==> config.mk <==
export PLATFORM = sky130hd
export DESIGN_NAME = fp_divider_seq
export DESIGN_NICKNAME = d
export VERILOG_FILES = /design/src/rtl/fp_divider_seq.sv
export SDC_FILE = /design/constraint.sdc
export NUM_CORES = 1
export LEC_CHECK = 0
export ABC_AREA = 0
export BUFFER_PORTS_ARGS = -buffer_cell sky130_fd_sc_hd__buf_2
export CAP_MARGIN = 15
export CORE_ASPECT_RATIO = 0.75
export CORE_UTILIZATION = 65
export DETAILED_ROUTE_END_ITERATION = 10
export PLACE_DENSITY = 0.88
export SETUP_SLACK_MARGIN = 0.02
export SYNTH_ARGS = -nofsm -noshare
export SYNTH_HDL_FRONTEND = slang
export SYNTH_SLANG_ARGS = --single-unit
==> constraint.sdc <==
create_clock -name clk -period 11.16 [get_ports clk]
set_clock_uncertainty 0.05 [all_clocks]
set_input_delay 0.558 -clock clk [delete_from_list [all_inputs] [get_ports clk]]
set_output_delay 0.558 -clock clk [all_outputs]
set_load 0.005 [all_outputs]
==> src/rtl/fp_divider_seq.sv <==
// Iterative IEEE-754 single-precision divider (q = a / b): one restoring quotient
// bit per cycle, round-to-nearest-even, flush-to-zero, valid/ready handshakes.
module fp_divider_seq #(
  parameter int                   EXP_W = 8,
  parameter int                   MAN_W = 23,
  parameter logic [EXP_W+MAN_W:0] QNAN  = 32'h7FC00000
) (
  input  logic                   clk,
  input  logic                   rst_n,
  input  logic                   in_valid,
  output logic                   in_ready,
  input  logic [EXP_W+MAN_W:0]   a,
  input  logic [EXP_W+MAN_W:0]   b,
  output logic                   out_valid,
  input  logic                   out_ready,
  output logic [EXP_W+MAN_W:0]   q,
  output logic                   U,
  output logic                   O,
  output logic                   N,
  output logic                   Z
);

  localparam int W     = EXP_W + MAN_W + 1;
  localparam int BIAS  = 2**(EXP_W-1) - 1;
  localparam int SIG_W = MAN_W + 1;
  localparam int QUO_W = MAN_W + 3;
  localparam int EW    = EXP_W + 2;
  localparam int CNT_W = $clog2(QUO_W);
  localparam logic [EXP_W-1:0] EXP_ONES = '1;

  typedef enum logic [2:0] {S_IDLE, S_UNPACK, S_DIVIDE, S_ROUND, S_DONE} state_t;

  state_t           r_state, w_next_state;
  logic [W-1:0]     r_a, r_b, r_q;
  logic             r_sign, r_out_valid;
  logic             r_u, r_o, r_n, r_z;
  logic [EW-1:0]    r_exp;
  logic [SIG_W-1:0] r_div;
  logic [SIG_W:0]   r_rem;
  logic [QUO_W-1:0] r_quo;
  logic [CNT_W-1:0] r_cnt;

  // Operand classification (denormals count as zero)
  logic [EXP_W-1:0] w_a_exp, w_b_exp;
  logic [MAN_W-1:0] w_a_man, w_b_man;
  logic w_a_zero, w_b_zero, w_a_inf, w_b_inf, w_a_nan, w_b_nan, w_special, w_sign;
  logic [EW-1:0]    w_e_unpack;

  assign w_a_exp   = r_a[MAN_W +: EXP_W];
  assign w_b_exp   = r_b[MAN_W +: EXP_W];
  assign w_a_man   = r_a[MAN_W-1:0];
  assign w_b_man   = r_b[MAN_W-1:0];
  assign w_sign    = r_a[W-1] ^ r_b[W-1];
  assign w_a_zero  = (w_a_exp == '0);
  assign w_b_zero  = (w_b_exp == '0);
  assign w_a_inf   = (w_a_exp == EXP_ONES) && (w_a_man == '0);
  assign w_b_inf   = (w_b_exp == EXP_ONES) && (w_b_man == '0);
  assign w_a_nan   = (w_a_exp == EXP_ONES) && (w_a_man != '0);
  assign w_b_nan   = (w_b_exp == EXP_ONES) && (w_b_man != '0);
  assign w_special = w_a_zero | w_b_zero | w_a_inf | w_b_inf | w_a_nan | w_b_nan;
  assign w_e_unpack = EW'(w_a_exp) - EW'(w_b_exp) + EW'(BIAS);

  logic [W-1:0] w_spec_q;
  logic         w_spec_n, w_spec_z;

  // NOTE: every always_comb output gets a default first so no path infers a latch.
  always_comb begin
    w_spec_q = {w_sign, {(W-1){1'b0}}};
    w_spec_n = 1'b0;
    w_spec_z = 1'b0;
    if (w_a_nan || w_b_nan || (w_a_zero && w_b_zero) || (w_a_inf && w_b_inf)) begin
      w_spec_q = QNAN;
      w_spec_n = 1'b1;
    end else if (w_a_inf) begin
      w_spec_q = {w_sign, EXP_ONES, {MAN_W{1'b0}}};
    end else if (w_b_zero) begin
      w_spec_q = {w_sign, EXP_ONES, {MAN_W{1'b0}}};
      w_spec_z = 1'b1;
    end
  end

  // Restoring division step
  logic             w_ge;
  logic [SIG_W:0]   w_rem_sub, w_rem_next;
  assign w_ge       = (r_rem >= {1'b0, r_div});
  assign w_rem_sub  = w_ge ? (r_rem - {1'b0, r_div}) : r_rem;
  assign w_rem_next = w_rem_sub << 1;

  // Normalise, round to nearest even, range check
  logic [MAN_W-1:0] w_frac_pre, w_frac;
  logic             w_guard, w_sticky, w_round_up, w_carry, w_ovf, w_unf;
  logic [EW-1:0]    w_e_norm, w_e_fin;
  logic [W-1:0]     w_rnd_q;

  always_comb begin
    w_frac_pre = r_quo[QUO_W-2 -: MAN_W];
    w_guard    = r_quo[1];
    w_sticky   = r_quo[0] | (|r_rem);
    w_e_norm   = r_exp;
    if (!r_quo[QUO_W-1]) begin
      w_frac_pre = r_quo[QUO_W-3 -: MAN_W];
      w_guard    = r_quo[0];
      w_sticky   = |r_rem;
      w_e_norm   = r_exp - EW'(1);
    end
    w_round_up          = w_guard & (w_sticky | w_frac_pre[0]);
    {w_carry, w_frac}   = {1'b0, w_frac_pre} + (MAN_W+1)'(w_round_up);
    w_e_fin             = w_carry ? (w_e_norm + EW'(1)) : w_e_norm;
    w_ovf   = !w_e_fin[EW-1] && (w_e_fin >= EW'(2**EXP_W - 1));
    w_unf   = w_e_fin[EW-1] || (w_e_fin == '0);
    w_rnd_q = {r_sign, w_e_fin[EXP_W-1:0], w_frac};
    if (w_ovf)      w_rnd_q = {r_sign, EXP_ONES, {MAN_W{1'b0}}};
    else if (w_unf) w_rnd_q = {r_sign, {(W-1){1'b0}}};
  end

  // NOTE: sequential state uses non-blocking assignments so every register samples pre-edge values.
  always_ff @(posedge clk or negedge rst_n) begin
    if (!rst_n) r_state <= S_IDLE;
    else        r_state <= w_next_state;
  end

  always_comb begin
    w_next_state = r_state;
    in_ready     = 1'b0;
    case (r_state)
      S_IDLE: begin
        in_ready = 1'b1;
        if (in_valid) w_next_state = S_UNPACK;
      end
      S_UNPACK: w_next_state = w_special ? S_DONE : S_DIVIDE;
      S_DIVIDE: if (r_cnt == CNT_W'(QUO_W-1)) w_next_state = S_ROUND;
      S_ROUND:  w_next_state = S_DONE;
      S_DONE:   if (r_out_valid && out_ready) w_next_state = S_IDLE;
      default:  w_next_state = S_IDLE;
    endcase
  end

  // NOTE: iteration registers are reset as well, so an aborted op leaves no partial state behind.
  always_ff @(posedge clk or negedge rst_n) begin
    if (!rst_n) begin
      r_a <= '0; r_b <= '0; r_q <= '0; r_sign <= 1'b0; r_out_valid <= 1'b0;
      r_u <= 1'b0; r_o <= 1'b0; r_n <= 1'b0; r_z <= 1'b0;
      r_exp <= '0; r_div <= '0; r_rem <= '0; r_quo <= '0; r_cnt <= '0;
    end else begin
      case (r_state)
        S_IDLE: if (in_valid) begin
          r_a <= a;
          r_b <= b;
        end
        S_UNPACK: begin
          r_sign <= w_sign;
          if (w_special) begin
            r_q <= w_spec_q;
            r_u <= 1'b0; r_o <= 1'b0; r_n <= w_spec_n; r_z <= w_spec_z;
          end else begin
            r_div <= {1'b1, w_b_man};
            r_rem <= {2'b01, w_a_man};
            r_quo <= '0;
            r_exp <= w_e_unpack;
            r_cnt <= '0;
          end
        end
        S_DIVIDE: begin
          r_rem <= w_rem_next;
          r_quo <= {r_quo[QUO_W-2:0], w_ge};
          r_cnt <= r_cnt + CNT_W'(1);
        end
        S_ROUND: begin
          r_q <= w_rnd_q;
          r_u <= w_unf; r_o <= w_ovf; r_n <= 1'b0; r_z <= 1'b0;
        end
        S_DONE: begin
          // Result registered on DONE entry; out_valid follows one cycle later
          if (!r_out_valid)    r_out_valid <= 1'b1;
          else if (out_ready)  r_out_valid <= 1'b0;
        end
        default: ;
      endcase
    end
  end

  assign out_valid = r_out_valid;
  assign q         = r_q;
  assign U         = r_u;
  assign O         = r_o;
  assign N         = r_n;
  assign Z         = r_z;

endmodule

==> results of run 1 <==
-- layer usage --
layer,wire length (µm),global-route usage [%]
met1,12400,45.0
met2,12500,49.7
met3,2190,6.15
met4,530,9.22
met5,0,0
-- worst reg2reg max path: stages, from the launching register on --
cell and delay (ns):
sky130_fd_sc_hd__dfrtp_2 1.08, sky130_fd_sc_hd__clkinv_1 0.57, sky130_fd_sc_hd__mux2i_1 0.39, sky130_fd_sc_hd__ha_1 0.32
sky130_fd_sc_hd__or4b_4 0.52, sky130_fd_sc_hd__or3_1 0.43, sky130_fd_sc_hd__a221oi_4 0.36, sky130_fd_sc_hd__a211o_1 0.52
sky130_fd_sc_hd__o21ai_1 0.15
-- cell usage after synthesis, drive strengths merged, types with 3 or more instances --
master	instances	area share, %
a21oi	52	2.3
a211o	5	0.38
a211oi	6	0.50
mux2i	37	3.2
nor2b	9	0.49
a21o	9	0.59
o21bai	5	0.33
xnor2	50	3.8
nor3b	4	0.26
or4	4	0.26
a22oi	6	0.39
buf	9	0.44
nor4	25	1.6
xor2	31	2.4
ha	38	4.1
a32o	3	0.26
nor2	54	1.8
and2	6	0.33
nor4b	3	0.36
and3	12	0.66
nor3	14	0.66
nand3	56	2.4
inv	49	1.6
o21ai	81	3.5
o31a	3	0.23
clkbuf	59	1.9
o31ai	4	0.31
or3	7	0.38
a31oi	8	0.49
or2	5	0.27
a2111oi	4	0.31
nand2	175	5.7
a22o	6	0.46
nand2b	9	0.49
mux2	94	9.2
nand4	26	1.4
o211ai	14	0.92
dfrtp	195	43
-- per-stage QoR --
step	setup WS (ns)	std cells	cell area (µm²)	hold WS, ns
after floorplan	7.41	1203	11500	0.212
after global placement	6.84	1484	12100	0.384
after detailed placement	6.72	1484	12100	0.400
after CTS	6.70	1516	12700	0.164
after global routing	6.41	1516	12700	0.189
final	6.64	1516	12700	0.134
-- placed cells by master (no fill, tap or decap), types with 7 or more instances in the layout --
| master | netlist | routed |
|---|---|---|
| sky130_fd_sc_hd__xor2_1 | 30 | 30 |
| sky130_fd_sc_hd__buf_4 | 3 | 8 |
| sky130_fd_sc_hd__a31oi_1 | 7 | 7 |
| sky130_fd_sc_hd__or3_1 | 7 | 7 |
| sky130_fd_sc_hd__nand2b_1 | 9 | 9 |
| sky130_fd_sc_hd__nor4_1 | 22 | 22 |
| sky130_fd_sc_hd__mux2i_1 | 37 | 37 |
| sky130_fd_sc_hd__and3_1 | 12 | 12 |
| sky130_fd_sc_hd__clkbuf_16 | 0 | 17 |
| sky130_fd_sc_hd__nor2b_1 | 9 | 9 |
| sky130_fd_sc_hd__nor3_1 | 13 | 13 |
| sky130_fd_sc_hd__o21ai_1 | 13 | 13 |
| sky130_fd_sc_hd__nand3_1 | 56 | 56 |
| sky130_fd_sc_hd__a21oi_1 | 51 | 50 |
| sky130_fd_sc_hd__dfrtp_1 | 195 | 194 |
| sky130_fd_sc_hd__buf_2 | 4 | 104 |
| sky130_fd_sc_hd__inv_1 | 49 | 49 |
| sky130_fd_sc_hd__nand4_1 | 26 | 26 |
| sky130_fd_sc_hd__nor2_1 | 53 | 52 |
| sky130_fd_sc_hd__xnor2_1 | 50 | 50 |
| sky130_fd_sc_hd__o211ai_1 | 14 | 14 |
| sky130_fd_sc_hd__o21ai_0 | 68 | 68 |
| sky130_fd_sc_hd__ha_1 | 38 | 38 |
| sky130_fd_sc_hd__nand2_1 | 175 | 175 |
| sky130_fd_sc_hd__mux2_2 | 94 | 94 |
| sky130_fd_sc_hd__a21o_1 | 9 | 9 |
-- registers in the layout, indices dropped and copies added (netlist names), 3 cells and up --
| register | flops |
|---|---|
| r_b | 32 |
| q | 32 |
| r_state | 3 |
| r_quo | 26 |
| r_a | 32 |
| r_div | 24 |
| r_exp | 10 |
| r_rem | 25 |
| r_cnt | 5 |
-- path summary, 6_finish.rpt --
| path | slack (ns) | startpoint | to | cells past startpoint |
|---|---|---|---|---|
| setup / recovery | 6.64 | r_quo[25] | q[21] | 8 |
| hold / removal | 0.13 | rst_n | r_b[3] | 1 |
| setup reg to reg | 6.64 | r_quo[25] | q[21] | 8 |
| hold reg to reg | 0.42 | r_div[23] | r_div[23] | 2 |
| max in group asynchronous | 9.07 | rst_n | r_quo[25] | 3 |
| min in group clk | 0.27 | a[23] | r_a[23] | 3 |
-- final cells by class --
class / instances / area (µm²)
clock inverter: 14 / 149
fill: 1232 / 4370
clock buffer: 18 / 429
sequential: 195 / 4880
inverter: 50 / 188
tap: 236 / 295
timing repair buffer: 113 / 594
multi-input combinational: 890 / 6130
-- cell families (layout without fill, tap and decap cells) --
kind of cell / after synthesis / in the layout / share of synthesized area [%]
flops: 195 / 195 / 42.6
buf+inv: 118 / 195 / 4.02
fa+ha+maj: 40 / 40 / 4.50
simple gates: 417 / 417 / 17.8
compound gates: 221 / 221 / 12.3
xor+xnor: 81 / 81 / 6.26
mux: 131 / 131 / 12.5
-- where the power goes --
group          leakage (nW)  internal, mW  switching, mW  total [mW]
Clock                 0.279         0.315          0.293       0.608
Combinational          3.09         0.953           1.23        2.19
Sequential             2.43         0.996          0.304        1.30
Total                  5.80          2.26           1.83        4.10
==> summary.txt, run 1 <==
Worst setup path
  – CP Data Required Time: 11.42 ns
  – Sequence of cells on the critical path: clkinv_1, mux2i_1, ha_1, or4b_4, or3_1, a221oi_4, a211o_1, o21ai_1
  – Highest-delay cell along the critical path: sky130_fd_sc_hd__dfrtp_2
  – Maximum fanout encountered on the critical timing path: 52
  – Crit path buffers/inverters: 1
  – Biggest cell delay along the critical path: 1.08 ns
  – Cell family contributing the most delay on the critical path: flip-flops
  – Critical Path AT: 4.78 ns
  – Type of destination of the critical path: flip-flop
  – Startpoint types: flip-flop
  – Critical path type: reg -> reg

STA
  – Setup Total Neg Slack: 0 ns
  – Unrepaired setup endpoints after global routing: no
  – Number of slew-limit violations in the final report: 0
  – Number of failing hold endpoints at the final stage: 0
  – Maximum frequency from static timing analysis: 221 MHz
  – Tcrit/Tclk final: 40.5%
  – Worst Max-Slew Pin Slew: 1.12 ns
  – Worst relative slew slack: 25.7%
  – Count of endpoints failing setup in the final report: 0
  – Time the worst path needs with I/O delays and setup: 4.52 ns

Layout
  – Fraction of final layout cells sized beyond drive strength 1: 20.5%
  – Antenna diodes: 0
  – Layout Utilization: 74.4%
  – Relative area change from synthesis to final layout: 10.5%
  – Layout Nets: 1,375

Logic synthesis
  – Cell count after synthesis: 1,203
  – Netlist area before placement: 11,500 µm²
  – Net count of the mapped netlist: 1,311
  – Yosys reg bits: 195
  – Number of distinct library cell variants in the gate-level netlist after synthesis: 71
  – Prevailing post-synth register cell: sky130_fd_sc_hd__dfrtp_1
  – Count of flip-flops with a built-in enable after synthesis: 0
  – Number of warning messages in the yosys log: 0
  – Fraction of registers with async set/reset: 100%
  – Syn_area_per_cell: 9.52 µm²
  – Seq/Total Area, Yosys: 42.6%

Floorplan
  – Core Rows: 41
  – Die height: 117 µm
  – Floorplan Core Area: 17,000 µm²
  – I/O pin total: 106
  – Width of the die: 155 µm
  – Initial Util: 67.3%
  – Die area: 18,200 µm²

Outcome
  – Status: completed

Placed design
  – PortBufs: 105
  – Gp weighted congestion: 0.896
  – HPWL Detailed: 19.3 mm

Drt
  – Remaining antenna violation count after routing: 0
  – # DRC: 0
  – First drt pass iteration count: 5
  – Iter 0 DRT Violations: 812
  – Aggregate routed wire length: 27.6 mm
  – Wire length per cell after detailed routing: 18.2 µm
  – DR vias: 9,433
  – Per-cell via count in the routed design: 6.22

GRT
  – Number of global-route vias before repair: 8,787
  – First-pass GRT wire length: 44.5 mm
  – Number of antenna violations at the first check in global routing: 0
  – GR Overflow Total: 0
  – Global router's overall resource usage: 31.6%
  – Maximum number of pins on one net before global-route repair: 96

Clock tree
  – H-Tree Level Count: 4
  – Clock-pin slew on the worst setup and hold paths: 0.07 ns
  – Skew-Pair Late Insertion Delay: 0.45 ns
  – Clock tree root buffer cell: sky130_fd_sc_hd__clkbuf_16
  – Buffers inserted during post-CTS setup optimization: 0
  – Clk sink count: 195
  – Clock tree buffer depth: 2
  – CTS Buf Count: 17
  – Gates resized, CTS repair: 0
  – Post-CTS Hold Fix Bufs: 0
  – TritonCTS clock tree: yes

Min path
  – Path category of the worst min-delay check: in -> async

Power and ir drop
  – Overall power consumption: 4.10 mW
  – Power Density: 323 nW/µm²
  – Standby leakage power: 5.80 nW
  – Highest ir drop seen on vdd: 0.000226 V

Job
  – Number of max-cap violations: 0
Power figures use the tool's default switching activity.
==> inputs of run 2 (changes only) <==
--- a/config.mk
+++ b/config.mk
@@ -5,13 +5,13 @@
 export SDC_FILE = /design/constraint.sdc
 export NUM_CORES = 1
 export LEC_CHECK = 0
-export ABC_AREA = 0
+export ABC_AREA = 1
 export BUFFER_PORTS_ARGS = -buffer_cell sky130_fd_sc_hd__buf_2
 export CAP_MARGIN = 15
 export CORE_ASPECT_RATIO = 0.75
-export CORE_UTILIZATION = 65
+export CORE_UTILIZATION = 61
 export DETAILED_ROUTE_END_ITERATION = 10
-export PLACE_DENSITY = 0.88
+export PLACE_DENSITY = 0.83
 export SETUP_SLACK_MARGIN = 0.02
 export SYNTH_ARGS = -nofsm -noshare
 export SYNTH_HDL_FRONTEND = slang
==> constraint.sdc (replaced) <==
create_clock -name clk -period 4.5 [get_ports clk]
set_clock_uncertainty 0.05 [all_clocks]
set_input_delay 0.225 -clock clk [delete_from_list [all_inputs] [get_ports clk]]
set_output_delay 0.225 -clock clk [all_outputs]
set_load 0.005 [all_outputs]
==> summary.txt, run 2 <==
Outcome
  – Status: finished with violations
  – Violated checks: hold timing

GRT
  – Maximum number of pins on one net before global-route repair: 111 (+16%)
  – First-pass GRT wire length: 49.1 mm (+10%)
  – Global router's overall resource usage: 31.3% (-0.30 points)
  – GR Overflow Total: 0 (unchanged)
  – Number of global-route vias before repair: 9,932 (+13%)
  – Number of antenna violations at the first check in global routing: 0 (unchanged)

Clock tree
  – CTS Buf Count: 17 (unchanged)
  – Clock tree buffer depth: 2 (unchanged)
  – Clk sink count: 195 (unchanged)
  – H-Tree Level Count: 4 (unchanged)
  – Gates resized, CTS repair: 0 (unchanged)
  – Skew-Pair Late Insertion Delay: 0.44 ns (about the same)
  – TritonCTS clock tree: yes
  – Clock tree root buffer cell: sky130_fd_sc_hd__clkbuf_16
  – Clock-pin slew on the worst setup and hold paths: 0.08 ns (about the same)

Logic synthesis
  – Number of distinct library cell variants in the gate-level netlist after synthesis: 56 (-21%)
  – Most instantiated library cell after synthesis: sky130_fd_sc_hd__nand2_1
  – Fraction of registers with async set/reset: 100% (unchanged)
  – Synth area leader: sky130_fd_sc_hd__dfrtp_1
  – Count of flip-flops with a built-in enable after synthesis: 0 (unchanged)
  – Number of warning messages in the yosys log: 0 (unchanged)
  – Netlist area before placement: 11,800 µm² (+3.3%)
  – Net count of the mapped netlist: 1,632 (+24%)
  – Syn_area_per_cell: 7.77 µm² (-18%)
  – Seq/Total Area, Yosys: 41.2% (-1.4 points)
  – Ranking of synthesized cells by area: sky130_fd_sc_hd__dfrtp_1 41%, sky130_fd_sc_hd__nand2_1 8.7%, sky130_fd_sc_hd__inv_1 7.6%
  – Prevailing post-synth register cell: sky130_fd_sc_hd__dfrtp_1
  – Cell count after synthesis: 1,524 (+27%)
  – Yosys reg bits: 195 (unchanged)
  – Synth top cells by count: 274 x sky130_fd_sc_hd__nand2_1, 239 x sky130_fd_sc_hd__inv_1, 195 x sky130_fd_sc_hd__dfrtp_1
  – Share of Yosys cell area claimed by the top area cell type: 41.2% (-1.4 points)

Drt
  – Met2 Wirelength: 13.3 mm (+7.0%)
  – Remaining antenna violation count after routing: 0 (unchanged)
  – Iter 0 DRT Violations: 1,235 (+52%)
  – Sum of routed wire segments on met1: 14.0 mm (+13%)
  – DR vias: 10,700 (+14%)
  – Aggregate routed wire length: 30.0 mm (+8.8%)
  – Length of routed met3 wiring: 2.29 mm (+4.5%)
  – Per-cell via count in the routed design: 5.61 (-9.8%)
  – Wire length per cell after detailed routing: 15.7 µm (-14%)
  – First drt pass iteration count: 6 (+1)
  – # DRC: 0 (unchanged)
  – Top routing layer used: met4

Worst setup path
  – Critical path type: reg -> reg
  – Startpoint types: flip-flop
  – Reg-to-reg setup timing slack: 1.0 ns (-5.64 ns)
  – Reg2Reg Launch Point: r_div[2]
  – Type of destination of the critical path: flip-flop
  – Destination of the worst register-to-register timing path: r_rem[24]
  – CP Data Required Time: 4.76 ns (-6.66 ns)
  – Maximum fanout encountered on the critical timing path: 25 (-52%)
  – Number of cells on the worst reg-to-reg path: 12 (+4)
  – Critical Path AT: 3.76 ns (-1.02 ns)

Floorplan
  – Core Rows: 43 (+4.9%)
  – Floorplan Core Area: 18,700 µm² (+9.9%)
  – I/O pin total: 106 (unchanged)
  – Die area: 20,000 µm² (+10%)
  – Initial Util: 63.2% (-4.0 points)
  – Width of the die: 163 µm (+4.9%)
  – Die height: 123 µm (+4.9%)

STA
  – Time the worst path needs with I/O delays and setup: 3.50 ns (-1.02 ns)
  – Number of slew-limit violations in the final report: 0 (unchanged)
  – Worst Max-Slew Pin Slew: 1.13 ns (+0.0121 ns)
  – Worst relative slew slack: 24.8% (-0.81 points)
  – Setup Total Neg Slack: 0 ns (unchanged)
  – Tcrit/Tclk final: 77.9% (+37 points)
  – Maximum frequency from static timing analysis: 285 MHz (+29%)
  – Unrepaired setup endpoints after global routing: no
  – Number of failing hold endpoints at the final stage: 1 (+1)
  – Worst hold margin: -0.00151 ns (-0.136 ns)
  – Count of endpoints failing setup in the final report: 0 (unchanged)

Layout
  – Most used cells in the layout excluding fill and tap cells: 272 x sky130_fd_sc_hd__nand2_1, 239 x sky130_fd_sc_hd__inv_1, 195 x sky130_fd_sc_hd__dfrtp_1, 155 x sky130_fd_sc_hd__nor2_1, 104 x sky130_fd_sc_hd__buf_2
  – Most common cell after layout, fill and taps aside: sky130_fd_sc_hd__nand2_1
  – Fraction of final layout cells sized beyond drive strength 1: 14.5% (-6.1 points)
  – Relative area change from synthesis to final layout: 14.8%
  – Layout Nets: 1,758 (+28%)
  – Antenna diodes: 0 (unchanged)
  – Layout Utilization: 72.6% (-1.8 points)

Min path
  – Worst-case hold path end point: r_b[13]
  – Cell depth of the worst hold path: 3
  – Hold path startpoint: b[13]
  – Path category of the worst min-delay check: in -> reg

Power and ir drop
  – Int Pwr: 5.18 mW (+130%)
  – Standby leakage power: 6.79 nW (+17%)
  – Highest ir drop seen on vdd: 0.000454 V (+100%)
  – Logic gate share of total power: 55.5% (+2.1 points)
  – Reg power frac: 29.0% (-2.8 points)
  – Switch Pwr: 4.86 mW (+170%)
  – Clock share of power: 15.4% (+0.6 points)
  – Power Density: 739 nW/µm² (+130%)
  – Net switching fraction of the power: 48.4% (+3.7 points)

Placed design
  – PortBufs: 105 (unchanged)
  – Gp weighted congestion: 0.957 (+6.8%)
  – HPWL Detailed: 21.2 mm (+9.7%)

Job
  – Number of max-cap violations: 0 (unchanged)
## run 2: changes by cell type in the layout (fill, tap and decap cells not counted), sizes merged, moves of 11 or more
| cell | change |
|---|---|
| nand2 | +118 |
| inv | +199 |
| o21bai | +26 |
| o211ai | -11 |
| mux2 | -76 |
| and3 | -12 |
| dlygate4sd3 | +46 |
| nor2 | +114 |
| xnor2 | -33 |
| o21ai | +18 |
| a21oi | +46 |
| o22ai | +31 |
| mux2i | -37 |
| nand3 | +32 |
## run 2: layout make-up
type	count	area, µm²
Multi-Input combinational cell	1027	5730
Fill cell	1430	5130
Sequential cell	195	4880
Timing Repair Buffer	162	1120
Inverter	247	937
Clock buffer	17	425
Tap cell	247	309
Clock inverter	15	180
## run 2: stage by stage
step | instance area, µm² | total power [mW] | std cells | setup WS, ns
after floorplan | 11800 | 6.97 | 1524 | 2.03
after global placement | 12500 | 8.18 | 1831 | 0.996
after detailed placement | 12500 | 8.33 | 1831 | 0.899
after CTS | 13600 | 9.95 | 1909 | 0.870
after global routing | 13600 | 10.9 | 1910 | 0.657
final | 13600 | 10.0 | 1910 | 0.996
## run 2: worst max-delay path by stage
stage,startpoint,end,slack [ns],cells after the start
6_report,r_div[2],r_rem[24],1.0,12
5_1_grt,r_div[2],r_rem[24],0.66,12
4_1_cts,r_quo[25],q[2],0.87,14
3_5_place_dp,r_quo[25],q[20],0.90,17
3_3_place_gp,r_quo[25],q[24],1.0,15
2_1_floorplan,r_quo[25],q[20],2.03,17
## run 2: logic make-up after synthesis
kind of cell | count (synthesis) | synth area share, %
simple gates | 625 | 23.4
buf+inv | 302 | 10.5
compound gates | 295 | 15.2
flops | 195 | 41.2
xor+xnor | 49 | 3.62
fa+ha+maj | 40 | 4.35
mux | 18 | 1.71
## run 2: power by group through the flow
stage	logic [mW]	registers, mW	clock network [mW]
floorplan	4.18	2.79	0
global placement	5.28	2.90	0
detailed placement	5.41	2.92	0
CTS	5.49	2.90	1.56
global route	6.28	2.99	1.63
finish	5.58	2.91	1.55
## run 2: what timing repair did
action,4_1_cts,5_1_grt
setup buffers,0,0
hold buffers,46,0
hold endpoints to repair,136,0
## run 2: critical path: stages (launching register included)
cell,delay (ns)
sky130_fd_sc_hd__dfrtp_1,0.35
sky130_fd_sc_hd__inv_1,0.06
sky130_fd_sc_hd__ha_1,0.35
sky130_fd_sc_hd__a21oi_1,0.14
sky130_fd_sc_hd__nand2_1,0.13
sky130_fd_sc_hd__a21boi_0,0.38
sky130_fd_sc_hd__o21ai_0,0.29
sky130_fd_sc_hd__nand3_1,0.14
sky130_fd_sc_hd__nand3_1,0.64
sky130_fd_sc_hd__inv_1,0.56
sky130_fd_sc_hd__a21oi_1,0.12
sky130_fd_sc_hd__nand2_1,0.09
sky130_fd_sc_hd__o21ai_0,0.07
## run 2: routing by layer
layer  vias up  global-route usage [%]
met3        31                    5.91
met2       391                    47.3
met5         -                       0
met4         0                    7.65
met1      5075                    46.3
li1       5222                       -
==> inputs of run 3 (changes only) <==
==> constraint.sdc (replaced) <==
create_clock -name clk -period 3.57 [get_ports clk]
set_clock_uncertainty 0.05 [all_clocks]
set_input_delay 0.1785 -clock clk [delete_from_list [all_inputs] [get_ports clk]]
set_output_delay 0.1785 -clock clk [all_outputs]
set_load 0.005 [all_outputs]
==> summary.txt, run 3 (same netlist as run 2, synthesis figures left out) <==
Worst setup path
  – Biggest cell delay along the critical path: 0.43 ns (-0.21 ns)
  – Startpoint types: flip-flop
  – Type of destination of the critical path: flip-flop
  – Critical Path AT: 3.33 ns (-0.43 ns)
  – Destination of the worst register-to-register timing path: q[23]
  – Maximum fanout encountered on the critical timing path: 26 (+4.0%)
  – Highest-delay cell along the critical path: sky130_fd_sc_hd__dfrtp_1
  – Most used cell, CP: sky130_fd_sc_hd__nand2_1
  – Sequence of cells on the critical path: inv_1, ha_1, o21ai_1, ha_1, inv_1, nor2_1, xnor2_1, nand2_1, nand2_2, nand3_1, nor2_2, nand3_4, nand2_1, inv_2, nand2_1, nand3_1
  – Critical path type: reg -> reg
  – Crit path buffers/inverters: 3 (+1)
  – Cell family contributing the most delay on the critical path: simple AND/OR/NAND/NOR gates
  – Reg2Reg Launch Point: r_exp[0]
  – CP Data Required Time: 3.85 ns (-0.91 ns)
  – Number of cells on the worst reg-to-reg path: 16 (+4)
  – Reg-to-reg setup timing slack: 0.52 ns (-0.48 ns)

GRT
  – First-pass GRT wire length: 51.5 mm (+4.9%)
  – Number of global-route vias before repair: 10,200 (+2.7%)
  – Global router's overall resource usage: 32.9% (+1.7 points)
  – Maximum number of pins on one net before global-route repair: 90 (-19%)
  – Number of antenna violations at the first check in global routing: 0 (unchanged)
  – GR Overflow Total: 0 (unchanged)

Clock tree
  – Clk sink count: 195 (unchanged)
  – Clock tree buffer depth: 2 (unchanged)
  – H-Tree Level Count: 4 (unchanged)
  – Gates resized, CTS repair: 0 (unchanged)
  – Skew-Pair Late Insertion Delay: 0.46 ns (+0.02 ns)
  – Clock-pin slew on the worst setup and hold paths: 0.09 ns (about the same)
  – Clock tree root buffer cell: sky130_fd_sc_hd__clkbuf_16
  – TritonCTS clock tree: yes
  – CTS Buf Count: 17 (unchanged)

Drt
  – First drt pass iteration count: 7 (+1)
  – Aggregate routed wire length: 31.5 mm (+4.8%)
  – Remaining antenna violation count after routing: 0 (unchanged)
  – Wire length per cell after detailed routing: 16.3 µm (+3.7%)
  – Iter 0 DRT Violations: 1,154 (-6.6%)
  – # DRC: 0 (unchanged)
  – Per-cell via count in the routed design: 5.66 (+0.91%)
  – DR vias: 10,900 (+2.0%)

STA
  – Post-layout worst setup margin: 0.517 ns (-0.479 ns)
  – Worst hold margin: 0.00432 ns (+0.00583 ns)
  – Worst Max-Slew Pin Slew: 1.01 ns (-0.116 ns)
  – Tcrit/Tclk final: 85.5% (+7.7 points)
  – Maximum frequency from static timing analysis: 328 MHz (+15%)
  – Setup Total Neg Slack: 0 ns (unchanged)
  – Number of slew-limit violations in the final report: 0 (unchanged)
  – Unrepaired setup endpoints after global routing: no
  – Count of endpoints failing setup in the final report: 0 (unchanged)
  – Time the worst path needs with I/O delays and setup: 3.05 ns (-0.451 ns)
  – Number of failing hold endpoints at the final stage: 0 (-1)
  – Worst relative slew slack: 32.6% (+7.8 points)

Floorplan
  – Core Rows: 43 (unchanged)
  – I/O pin total: 106 (unchanged)
  – Floorplan Core Area: 18,700 µm² (unchanged)
  – Initial Util: 63.2% (unchanged)
  – Die area: 20,000 µm² (unchanged)
  – Die height: 123 µm (unchanged)
  – Width of the die: 163 µm (unchanged)

Layout
  – Layout Nets: 1,779 (+1.2%)
  – Relative area change from synthesis to final layout: 16.7%
  – Area of combinational cells with multiple inputs: 5730 µm² (unchanged)
  – Sequential standard cell area: 4880 µm² (unchanged)
  – Filler Cells Inserted: 1,429 (-0.070%)
  – Most used cells in the layout excluding fill and tap cells: 272 x sky130_fd_sc_hd__nand2_1, 239 x sky130_fd_sc_hd__inv_1, 195 x sky130_fd_sc_hd__dfrtp_1, 155 x sky130_fd_sc_hd__nor2_1, 104 x sky130_fd_sc_hd__buf_2
  – Fraction of final layout cells sized beyond drive strength 1: 14.5% (about the same)
  – Layout Utilization: 73.8% (+1.2 points)
  – Most common cell after layout, fill and taps aside: sky130_fd_sc_hd__nand2_1
  – Antenna diodes: 0 (unchanged)

Min path
  – Worst-case hold path end point: r_state[0]
  – Hold path startpoint: in_valid
  – Path category of the worst min-delay check: in -> reg
  – Cell depth of the worst hold path: 2 (-1)

Outcome
  – Status: completed

Placed design
  – Gp weighted congestion: 1.01 (+5.7%)
  – HPWL Detailed: 21.6 mm (+1.9%)
  – PortBufs: 105 (unchanged)
  – Worst slack at placement: 0.615 ns (-0.284 ns)

Power and ir drop
  – Power Density: 930 nW/µm² (+26%)
  – Overall power consumption: 12.8 mW (+28%)
  – Net switching fraction of the power: 48.7% (+0.28 points)
  – Logic gate share of total power: 55.5% (about the same)
  – Standby leakage power: 6.89 nW (+1.4%)
  – Int Pwr: 6.59 mW (+27%)
  – Clock share of power: 15.8% (+0.4 points)
  – Highest ir drop seen on vdd: 0.000488 V (+7.6%)
  – Switch Pwr: 6.25 mW (+29%)
  – Reg power frac: 28.7% (-0.3 points)

Job
  – Number of max-cap violations: 0 (unchanged)
## run 3: cell types whose count changed in the layout (fill, tap and decap cells not counted), sizes merged
cell	change
dlygate4sd3	+18
buf	+3
clkinv	-1
inv	+1
## run 3: metal layers
metal	global-route usage, %	up-vias	wire (µm)
li1	-	5254	-
met1	47.5	5174	14500
met2	51.1	454	14000
met3	6.76	53	2500
met4	7.59	0	516
met5	0	-	0
## run 3: final cells by class
type | count | share of cell area [%]
Timing Repair Buffer | 183 | 9.54
Tap cell | 247 | 2.24
Clock inverter | 15 | 1.52
Sequential cell | 195 | 35.3
Inverter | 247 | 6.78
Clock buffer | 17 | 3.08
Multi-Input combinational cell | 1027 | 41.5
## run 3: power by group through the flow
stage	sequential [mW]	combinational [mW]	clock, mW
after detailed placement	3.69	6.85	0
after global placement	3.65	6.71	0
final	3.69	7.13	2.03
after floorplan	3.51	5.27	0
after CTS	3.66	7.00	2.03
after global routing	3.78	8.00	2.12
## run 3: worst register-to-register path, delay by kind of cell (launching register included)
kind            cells  cell delay [ns]
compound gates      1             0.19
xor+xnor            1             0.17
fa+ha+maj           2             0.56
buf+inv             3             0.25
flops               1             0.43
simple gates        9             1.31
## run 3: what timing repair did
action	CTS	global route
hold buffers	64	0
endpoints found under the hold margin	142	0
setup buffers	0	0
## run 3: worst max path at each step
stage / startpoint / end / slack (ns) / cells past startpoint
global route: r_exp[0] / q[23] / 0.31 / 16
floorplan: r_quo[25] / q[20] / 1.10 / 17
finish: r_exp[0] / q[23] / 0.52 / 16
detailed placement: r_quo[25] / q[0] / 0.61 / 17
global placement: r_rem[2] / r_rem[18] / 0.70 / 11
CTS: r_quo[25] / q[0] / 0.60 / 17
## run 3: through the flow
stage                     cell area (µm²)  instances
after floorplan                     11800       1524
after CTS                           13800       1931
after detailed placement            12500       1835
after global placement              12500       1835
final                               13800       1931
after global routing                13800       1931
